==> src/rtl/mips_multicycle_ctrl.sv <==
// -----------------------------------------------------------------------------
// mips_multicycle_ctrl
// Control unit for the multicycle MIPS datapath. It contains a Moore main FSM
// with registered control outputs, and a combinational ALU decoder.
//
// Ports:
//   clk        rising-edge clock
//   reset      asynchronous active-low reset (0 = in reset)
//   op         instruction[31:26] from the instruction register
//   funct      instruction[5:0] from the instruction register
//   zero       ALU zero flag
//   pcen       PC enable = pcwrite | (branch & zero)
//   memwrite   memory write strobe
//   irwrite    instruction register load
//   regwrite   register file write
//   iord       memory address select (0 = PC, 1 = ALUOut)
//   memtoreg   writeback select (1 = memory data)
//   regdst     destination select (1 = rd, 0 = rt)
//   alusrca    ALU A select (0 = PC, 1 = rs)
//   alusrcb    ALU B select (00 rt, 01 4, 10 signimm, 11 signimm<<2)
//   pcsrc      next-PC select (00 ALU result, 01 ALUOut, 10 jump target)
//   alucontrol ALU operation
//   state      current FSM state (debug)
// -----------------------------------------------------------------------------
module mips_multicycle_ctrl #(
    parameter logic [5:0] OP_RTYPE = 6'b000000,
    parameter logic [5:0] OP_LW    = 6'b100011,
    parameter logic [5:0] OP_SW    = 6'b101011,
    parameter logic [5:0] OP_BEQ   = 6'b000100,
    parameter logic [5:0] OP_ADDI  = 6'b001000,
    parameter logic [5:0] OP_J     = 6'b000010
) (
    input  logic       clk,
    input  logic       reset,
    input  logic [5:0] op,
    input  logic [5:0] funct,
    input  logic       zero,
    output logic       pcen,
    output logic       memwrite,
    output logic       irwrite,
    output logic       regwrite,
    output logic       iord,
    output logic       memtoreg,
    output logic       regdst,
    output logic       alusrca,
    output logic [1:0] alusrcb,
    output logic [1:0] pcsrc,
    output logic [2:0] alucontrol,
    output logic [3:0] state
);

    typedef enum logic [3:0] {
        S_FETCH   = 4'd0,
        S_DECODE  = 4'd1,
        S_MEMADR  = 4'd2,
        S_MEMRD   = 4'd3,
        S_MEMWB   = 4'd4,
        S_MEMWR   = 4'd5,
        S_EXECUTE = 4'd6,
        S_ALUWB   = 4'd7,
        S_BEQEX   = 4'd8,
        S_ADDIEX  = 4'd9,
        S_ADDIWB  = 4'd10,
        S_JEX     = 4'd11
    } state_t;

    typedef struct packed {
        logic       pcwrite;
        logic       branch;
        logic       memwrite;
        logic       irwrite;
        logic       regwrite;
        logic       iord;
        logic       memtoreg;
        logic       regdst;
        logic       alusrca;
        logic [1:0] alusrcb;
        logic [1:0] pcsrc;
        logic [1:0] aluop;
    } ctrl_t;

    state_t cur;
    state_t nxt;
    ctrl_t  ctrl_q;

    // Control word for a given state; anything not set stays 0.
    function automatic ctrl_t decode(input state_t s);
        ctrl_t c;
        c = '0;
        case (s)
            S_FETCH: begin
                c.alusrcb = 2'b01;
                c.irwrite = 1'b1;
                c.pcwrite = 1'b1;
            end
            S_DECODE: begin
                c.alusrcb = 2'b11;
            end
            S_MEMADR: begin
                c.alusrca = 1'b1;
                c.alusrcb = 2'b10;
            end
            S_MEMRD: begin
                c.iord = 1'b1;
            end
            S_MEMWB: begin
                c.memtoreg = 1'b1;
                c.regwrite = 1'b1;
            end
            S_MEMWR: begin
                c.iord     = 1'b1;
                c.memwrite = 1'b1;
            end
            S_EXECUTE: begin
                c.alusrca = 1'b1;
                c.aluop   = 2'b10;
            end
            S_ALUWB: begin
                c.regdst   = 1'b1;
                c.regwrite = 1'b1;
            end
            S_BEQEX: begin
                c.alusrca = 1'b1;
                c.aluop   = 2'b01;
                c.pcsrc   = 2'b01;
                c.branch  = 1'b1;
            end
            S_ADDIEX: begin
                c.alusrca = 1'b1;
                c.alusrcb = 2'b10;
            end
            S_ADDIWB: begin
                c.regwrite = 1'b1;
            end
            S_JEX: begin
                c.pcsrc   = 2'b10;
                c.pcwrite = 1'b1;
            end
            default: c = '0;
        endcase
        return c;
    endfunction

    // Next-state logic; unknown opcodes and illegal encodings return to FETCH.
    always_comb begin
        nxt = S_FETCH;
        case (cur)
            S_FETCH:  nxt = S_DECODE;
            S_DECODE: begin
                if (op == OP_LW || op == OP_SW) nxt = S_MEMADR;
                else if (op == OP_RTYPE)        nxt = S_EXECUTE;
                else if (op == OP_BEQ)          nxt = S_BEQEX;
                else if (op == OP_ADDI)         nxt = S_ADDIEX;
                else if (op == OP_J)            nxt = S_JEX;
                else                            nxt = S_FETCH;
            end
            S_MEMADR: begin
                if (op == OP_LW)      nxt = S_MEMRD;
                else if (op == OP_SW) nxt = S_MEMWR;
                else                  nxt = S_FETCH;
            end
            S_MEMRD:   nxt = S_MEMWB;
            S_EXECUTE: nxt = S_ALUWB;
            S_ADDIEX:  nxt = S_ADDIWB;
            default:   nxt = S_FETCH;
        endcase
    end

    // The control word is registered alongside the state so that every
    // output is a clean flop of the state it belongs to.
    always_ff @(posedge clk or negedge reset) begin
        if (!reset) begin
            cur    <= S_FETCH;
            ctrl_q <= decode(S_FETCH);
        end else begin
            cur    <= nxt;
            ctrl_q <= decode(nxt);
        end
    end

    // Write enables are gated by the live reset so they drop the instant
    // reset asserts, while the registered control word still holds the FETCH
    // values needed in the first cycle after release.
    assign pcen     = reset & (ctrl_q.pcwrite | (ctrl_q.branch & zero));
    assign memwrite = reset & ctrl_q.memwrite;
    assign irwrite  = reset & ctrl_q.irwrite;
    assign regwrite = reset & ctrl_q.regwrite;
    assign iord     = ctrl_q.iord;
    assign memtoreg = ctrl_q.memtoreg;
    assign regdst   = ctrl_q.regdst;
    assign alusrca  = ctrl_q.alusrca;
    assign alusrcb  = ctrl_q.alusrcb;
    assign pcsrc    = ctrl_q.pcsrc;
    assign state    = cur;

    // ALU decoder
    always_comb begin
        alucontrol = 3'b010;
        case (ctrl_q.aluop)
            2'b00: alucontrol = 3'b010;
            2'b01: alucontrol = 3'b110;
            2'b10: begin
                case (funct)
                    6'b100000: alucontrol = 3'b010;
                    6'b100010: alucontrol = 3'b110;
                    6'b100100: alucontrol = 3'b000;
                    6'b100101: alucontrol = 3'b001;
                    6'b101010: alucontrol = 3'b111;
                    default:   alucontrol = 3'b010;
                endcase
            end
            default: alucontrol = 3'b010;
        endcase
    end

endmodule
==> config.mk <==
export PLATFORM = sky130hd
export DESIGN_NAME = mips_multicycle_ctrl
export DESIGN_NICKNAME = d
export VERILOG_FILES = /design/src/rtl/mips_multicycle_ctrl.sv
export SDC_FILE = /design/constraint.sdc
export NUM_CORES = 1
export LEC_CHECK = 0
export CAP_MARGIN = 5
export CORE_ASPECT_RATIO = 1.5
export CORE_MARGIN = 2
export CORE_UTILIZATION = 35
export DETAILED_ROUTE_END_ITERATION = 8
export DONT_BUFFER_PORTS = 1
export GPL_TIMING_DRIVEN = 0
export SYNTH_ARGS = -nofsm -noshare
export SYNTH_HDL_FRONTEND = slang
export SYNTH_SLANG_ARGS = --single-unit
==> constraint.sdc <==
create_clock -name clk -period 3.14 [get_ports clk]
set_input_delay 0.157 -clock clk [delete_from_list [all_inputs] [get_ports clk]]
set_output_delay 0.157 -clock clk [all_outputs]
set_load 0.02 [all_outputs]
==> results of run 1 <==
-- layout make-up --
type	instances	share of cell area [%]
plain buffers	7	4.337
clock buffers	4	4.337
inverters	9	3.253
multi-input cells	61	41.33
flip-flops and latches	17	41.33
well taps	37	4.458
repair buffers	1	0.9639
-- kinds of logic after synthesis --
| family | Yosys count | synth area share, % |
|---|---|---|
| flip-flops | 17 | 45.80 |
| adder cells (fa/ha/maj) | 2 | 2.670 |
| AO/OA/AOI/OAI | 20 | 17.36 |
| AND/OR/NAND/NOR | 37 | 23.90 |
| XOR/XNOR | 2 | 1.870 |
| buffers and inverters | 16 | 8.411 |
-- worst paths after layout --
check	to	slack, ns
hold reg to reg	regdst	0.76
min in group asynchronous	alusrcb[1]	0.40
max in group asynchronous	ctrl_q[12]	2.30
setup reg to reg	ctrl_q[14]	1.27
setup / recovery	ctrl_q[14]	1.27
hold / removal	ctrl_q[1]	0.11
-- cells in the mapped netlist --
| library cell | instances |
|---|---|
| nor2_1 | 8 |
| a21oi_1 | 5 |
| and2_1 | 5 |
| nor4_1 | 1 |
| o211ai_1 | 2 |
| inv_1 | 9 |
| o21ai_1 | 2 |
| and3_1 | 2 |
| xor2_1 | 1 |
| o41ai_1 | 1 |
| o211a_1 | 1 |
| nand2b_1 | 3 |
| nand2_1 | 3 |
| buf_4 | 4 |
| nand4_1 | 3 |
| o21bai_2 | 1 |
| o31ai_1 | 1 |
| o31ai_4 | 1 |
| dfstp_2 | 3 |
| o21ai_0 | 3 |
| xnor2_1 | 1 |
| ha_1 | 2 |
| nor2b_1 | 2 |
| and4_1 | 1 |
| nor3b_1 | 1 |
| nor3b_2 | 1 |
| nor3_1 | 3 |
| dfrtp_1 | 14 |
| nor4b_1 | 2 |
| o311ai_2 | 1 |
| or4_4 | 1 |
| o211ai_2 | 1 |
| buf_2 | 3 |
| a32o_1 | 1 |
| nor4bb_1 | 1 |
-- stage by stage --
step           total power [uW]  hold slack, ns
5_1_grt                   732.0          0.1305
4_1_cts                   698.5          0.1094
6_report                  688.7          0.1111
3_3_place_gp              531.4         -0.1382
2_1_floorplan             503.3         -0.1386
3_5_place_dp              541.2         -0.1382
-- sequential cells by signal (all words and copies together) (netlist names) --
register / flops
iord: 1
alusrcb: 2
memtoreg: 1
pcsrc: 1
ctrl_q: 6
regdst: 1
alusrca: 1
state: 4
-- critical path, delay by kind of cell, from the launching register on --
family	cells	cell delay, ns
AND/OR/NAND/NOR	2	0.64
buffers and inverters	1	0.22
AO/OA/AOI/OAI	3	0.49
flip-flops	1	0.46
-- what timing repair did --
action	CTS	global route
hold buffers	1	0
endpoints found under the hold margin	17	0
endpoints found under the setup margin	0	0
-- per-layer routing --
metal  wire length [um]  part of all wire, %  GRT usage, %  up-vias
met4                 25                  1.4         5.357        0
met3                106                  6.1         2.674        2
li1                   -                    -             -      337
met2                950                   54         22.57       26
met1                662                   38         12.69      315
met5                  0                    0             0        -
-- power groups by stage --
stage               registers (uW)  logic, uW  clock network, uW
CTS                            333        210                155
floorplan                      323        181                  0
finish                         331        206                152
global placement               332        199                  0
detailed placement             337        205                  0
global route                   339        230                163
-- placed cells by master, fill, tap and decap left out, types with 2 or more instances in the layout --
cell      netlist  final
dfrtp_1        14     14
inv_1           9      9
nor2_1          8      8
and2_1          5      5
a21oi_1         5      5
buf_4           4      4
nand2b_1        3      3
nand2_1         3      3
buf_2           3      3
nor3_1          3      3
o21ai_0         3      3
nand4_1         3      3
dfstp_2         3      3
clkbuf_8        0      3
nor4b_1         2      2
o21ai_1         2      2
and3_1          2      2
nor2b_1         2      2
o211ai_1        2      2
ha_1            2      2
==> summary.txt, run 1 <==
Timing
  • Worst slew margin: 54.16%
  • Worst Skew: 0.003669 ns
  • Worst-margin pin slew: 0.6853 ns
  • Final Hold Viols: 0
  • # setup viols final: 0
  • Fmax achieved: 534.1 MHz
  • RSZ-0062 raised after global routing: no
  • Setup_tns: 0 ns
  • Final worst-path cycle share: 59.63%
  • Final worst slack: 1.268 ns
  • Max-slew violation count: 0
  • Fin crit period: 1.872 ns

Synth
  • Post-synth top area share: 37.38%
  • Distinct cells, synth: 35
  • Seq cells post-synth: 17
  • Syn Area/Cell: 9.970 um^2
  • Synthesized netlist cell count: 94
  • Sequential fraction of the synthesis area: 45.79%
  • Synthesized area: 937.1 um^2
  • Top post-synthesis cells by area: dfrtp_1, dfstp_2, inv_1
  • Synth area leader: dfrtp_1
  • Yosys warns: 0
  • Synthesized net count: 111

Worst hold path
  • Worst Hold Class: in -> reg
  • Worst Hold Launch: op[1]
  • Worst Hold Path Cells: 3

Setup path
  • Slowest stage delay, CP: 0.46 ns
  • Worst setup SP type: flop
  • Worst Path Class, Setup: reg -> reg
  • Crit Reg-Reg Startpoint: state[1]
  • Crit path launch: state[1]
  • Max stage delay cell, worst path: dfrtp_1
  • Peak fanout along the critical path: 10
  • Critical Path, Cell by Cell: buf_2 > nor4b_1 > o211ai_1 > o211ai_2 > nor3b_2 > o21bai_2
  • Worst EP arrival: 2.05 ns
  • WP data required: 3.32 ns
  • R2R depth: 6
  • Element type at the critical path end: flop

Clock network
  • CTS tree: built
  • Post-CTS Setup Repair Bufs: 0
  • CTS resizes: 0
  • Worst-path clk slew: 0.06 ns
  • Clk_lat worst skew: 0.24 ns
  • Clock Root Buffer: clkbuf_8
  • Clock sink count: 17
  • CTS Buf Count: 3
  • Max Root-Sink Buffers: 2
  • H-tree levels: 1

Cells and area
  • Layout cells sized above 1: 19.19%
  • Final core occ: 39.66%
  • Layout area overhead: 10.81%
  • Area of the multi-input gates: 429.2 um^2
  • Nets@finish: 117
  • # fillers: 279
  • Finished Layout Cells: 136
  • Antenna fix cells: 0
  • Final instance area: 1039 um^2
  • Register area: 429.2 um^2

Global routing
  • Vias in the first global route: 666
  • Initial antenna violation count: 0
  • Grt ovf: 0
  • Largest net degree at the start of global routing: 18
  • First-pass GRT wire length: 2822 um
  • All-layer global routing usage: 12.29%

Placement
  • Port Buffers: 0
  • Post-place instance area: 983.4 um^2
  • Dpl ws: 1.276 ns
  • Placed Cells: 131
  • GP Congestion: 0.7672
  • DP HPWL: 1368 um

Floorplan
  • Io pins: 34
  • Core ar.: 2619 um^2
  • Starting density of the core: 35.79%
  • Std cell rows: 23
  • Die ar.: 3116 um^2
  • Die width: 46.25 um
  • Die H: 67.38 um

Drt
  • Vias per cell: 5.000
  • Avg WL per Cell: 12.82 um
  • Detailed-route DRC error count: 0
  • Final wirelength: 1744 um
  • Initial DRC Count: 4
  • Initial DRT Pass Iterations: 4
  • Antenna viol nets, final: 0
  • Routed vias: 680

Power
  • Int Pwr: 449.4 uW
  • PD cells: 663.2 nW/um^2
  • Flop pwr share: 48.0%
  • Lkg Pwr: 0.0004796 uW
  • Sw Share: 34.74%
  • Power share of the clock group: 22.0%
  • Logic pwr share: 30.0%
  • P_sw: 239.2 uW
  • Worst VDD drop: 0.3130 mV

Flow run
  • Max Cap Viol: 0

Run status
  • Outcome: complete, no violations
Note: power is estimated with default switching activity, not from simulation.
==> inputs of run 2 (changes only) <==
clock period = 1.9 ns   (was 3.14 ns; I/O delays follow)
==> summary.txt, run 2 (same netlist as run 1, synthesis figures left out) <==
Floorplan
  • Die ar.: 3116 um^2 (unchanged)
  • Die H: 67.38 um (unchanged)
  • Std cell rows: 23 (unchanged)
  • Core ar.: 2619 um^2 (unchanged)
  • Starting density of the core: 35.79% (unchanged)
  • Io pins: 34 (unchanged)
  • Die width: 46.25 um (unchanged)

Clock network
  • Clock Root Buffer: clkbuf_8 (unchanged)
  • Clock sink count: 17 (unchanged)
  • H-tree levels: 1 (unchanged)
  • Worst-path clk slew: 0.06 ns (about the same)
  • CTS tree: built (unchanged)
  • CTS Buf Count: 3 (unchanged)
  • Clk_lat worst skew: 0.24 ns (about the same)
  • Max Root-Sink Buffers: 2 (unchanged)

Timing
  • # setup viols final: 0 (unchanged)
  • Fmax achieved: 547.5 MHz (was 534.1 MHz)
  • Worst slew margin: 54.23% (was 54.16%)
  • Setup_tns: 0 ns (unchanged)
  • Fin crit period: 1.826 ns (was 1.872 ns)
  • Hold WS: 0.04284 ns (was 0.1111 ns)
  • Worst Skew: 0.003546 ns (was 0.003669 ns)
  • Final Hold Viols: 0 (unchanged)
  • Worst-margin pin slew: 0.6844 ns (was 0.6853 ns)
  • Max-slew violation count: 0 (unchanged)
  • Final worst-path cycle share: 96.13% (was 59.63%)
  • Final worst slack: 0.07351 ns (was 1.268 ns)

Power
  • Flop pwr share: 47.3% (was 48.0%)
  • Power share of the clock group: 21.4% (was 22.0%)
  • Pwr Total: 1166 uW (was 688.7 uW)
  • Int Pwr: 760.1 uW (was 449.4 uW)
  • PD cells: 1077 nW/um^2 (was 663.2 nW/um^2)
  • Sw Share: 34.82% (was 34.74%)
  • P_sw: 406.1 uW (was 239.2 uW)
  • Lkg Pwr: 0.0004852 uW (was 0.0004796 uW)
  • Logic pwr share: 31.3% (was 30.0%)
  • Worst VDD drop: 0.5217 mV (was 0.3130 mV)

Setup path
  • R2R depth: 6 (unchanged)
  • Worst R2R End: alusrcb[1] (was ctrl_q[14])
  • Worst setup SP type: flop (unchanged)
  • Worst EP arrival: 1.96 ns (was 2.05 ns)
  • Peak fanout along the critical path: 10 (unchanged)
  • Crit Reg-Reg Startpoint: state[1] (unchanged)
  • Worst Path Class, Setup: reg -> reg (unchanged)
  • Element type at the critical path end: flop (unchanged)
  • R2R Setup Slk: 0.07 ns (was 1.27 ns)
  • WP data required: 2.03 ns (was 3.32 ns)

Cells and area
  • Register name with the most flops: ctrl_q (unchanged)
  • Commonest non-fill, non-tap cell in the layout: dfrtp_1 (unchanged)
  • Layout cells sized above 1: 24.75% (was 19.19%)
  • Max FFs per register: 6 (unchanged)
  • Final instance area: 1082 um^2 (was 1039 um^2)
  • Nets@finish: 119 (was 117)
  • Layout area overhead: 15.49% (was 10.81%)
  • Most frequent cells in the layout: dfrtp_1, inv_1, nor2_1, buf_4 (was dfrtp_1, inv_1, nor2_1, and2_1, a21oi_1)
  • Antenna fix cells: 0 (unchanged)
  • # fillers: 268 (was 279)

Drt
  • Initial DRT Pass Iterations: 4 (unchanged)
  • Final wirelength: 1789 um (was 1744 um)
  • Routed vias: 698 (was 680)
  • Antenna viol nets, final: 0 (unchanged)
  • Initial DRC Count: 4 (unchanged)
  • Avg WL per Cell: 12.96 um (was 12.82 um)
  • Detailed-route DRC error count: 0 (unchanged)
  • Vias per cell: 5.058 (was 5.000)

Worst hold path
  • Worst Hold Path Cells: 3 (unchanged)
  • Worst Hold Launch: op[1] (unchanged)
  • Hold endpoint: ctrl_q[1] (unchanged)
  • Worst Hold Class: in -> reg (unchanged)

Global routing
  • All-layer global routing usage: 12.29% (unchanged)
  • Initial antenna violation count: 0 (unchanged)
  • Vias in the first global route: 666 (unchanged)
  • Largest net degree at the start of global routing: 18 (unchanged)
  • First-pass GRT wire length: 2822 um (unchanged)
  • Grt ovf: 0 (unchanged)

Placement
  • Port Buffers: 0 (unchanged)
  • Post-place instance area: 983.4 um^2 (unchanged)
  • DP HPWL: 1368 um (unchanged)
  • Dpl ws: 0.03567 ns (was 1.276 ns)
  • GP Congestion: 0.7672 (unchanged)

Flow run
  • Max Cap Viol: 0 (unchanged)

Run status
  • Outcome: complete, no violations (unchanged)
-- run 2: cell types whose count changed in the layout (fill, tap and decap cells not counted), sizes merged --
cell | before | now
clkbuf | 4 | 6
-- run 2: power by group through the flow --
stage / registers [uW] / logic (uW) / clock network [uW]
CTS: 550 / 347 / 257
detailed placement: 556 / 338 / 0
floorplan: 533 / 298 / 0
finish: 552 / 364 / 250
global placement: 549 / 330 / 0
global route: 563 / 403 / 269
-- run 2: cell type report --
class                   instances  area, um^2  area share, %
clock buffers                   4       45.04          4.162
well taps                      37       46.29          4.277
multi-input cells              61       450.4          41.62
plain buffers                   7       50.05          4.624
flip-flops and latches         17       431.7          39.88
inverters                       9       33.78          3.121
repair buffers                  3       25.02          2.312
-- run 2: how the worst max path moves through the flow --
stage	start	end	slack (ns)	depth (start not counted)
finish	state[1]	alusrcb[1]	0.07	6
CTS	state[2]	ctrl_q[14]	0.03	6
detailed placement	state[1]	ctrl_q[14]	0.04	6
global placement	state[1]	ctrl_q[14]	0.05	6
floorplan	state[1]	ctrl_q[14]	0.22	6
global route	state[0]	alusrcb[1]	-0.01	6
-- run 2: timing repair --
action | in CTS | in global routing
hold buffers | 1 | 0
endpoints found under the hold margin | 17 | 0
endpoints found under the setup margin | 0 | 5
setup buffers | 0 | 2
gates resized for setup | 0 | 7
-- run 2: per-layer routing --
metal  vias to the layer above  share of wire, %  global-route usage [%]
met4                         0               3.0                   5.357
met5                         -                 0                       0
met2                        29                55                   22.57
met1                       324                35                   12.69
met3                         6               6.9                   2.674
li1                        339                 -                       -
-- run 2: stage by stage --
| stage | util (%) | cells |
|---|---|---|
| after global placement | 37.55 | 131 |
| after CTS | 39.66 | 136 |
| after global routing | 41.33 | 138 |
| final | 41.33 | 138 |
| after detailed placement | 37.55 | 131 |
| after floorplan | - | 94 |
-- run 2: critical path, stage by stage (launching register included) --
cell	delay (ns)
dfrtp_2	0.45
clkbuf_4	0.21
nor4bb_2	0.19
a21oi_1	0.28
o211ai_4	0.15
buf_4	0.16
o31ai_1	0.28
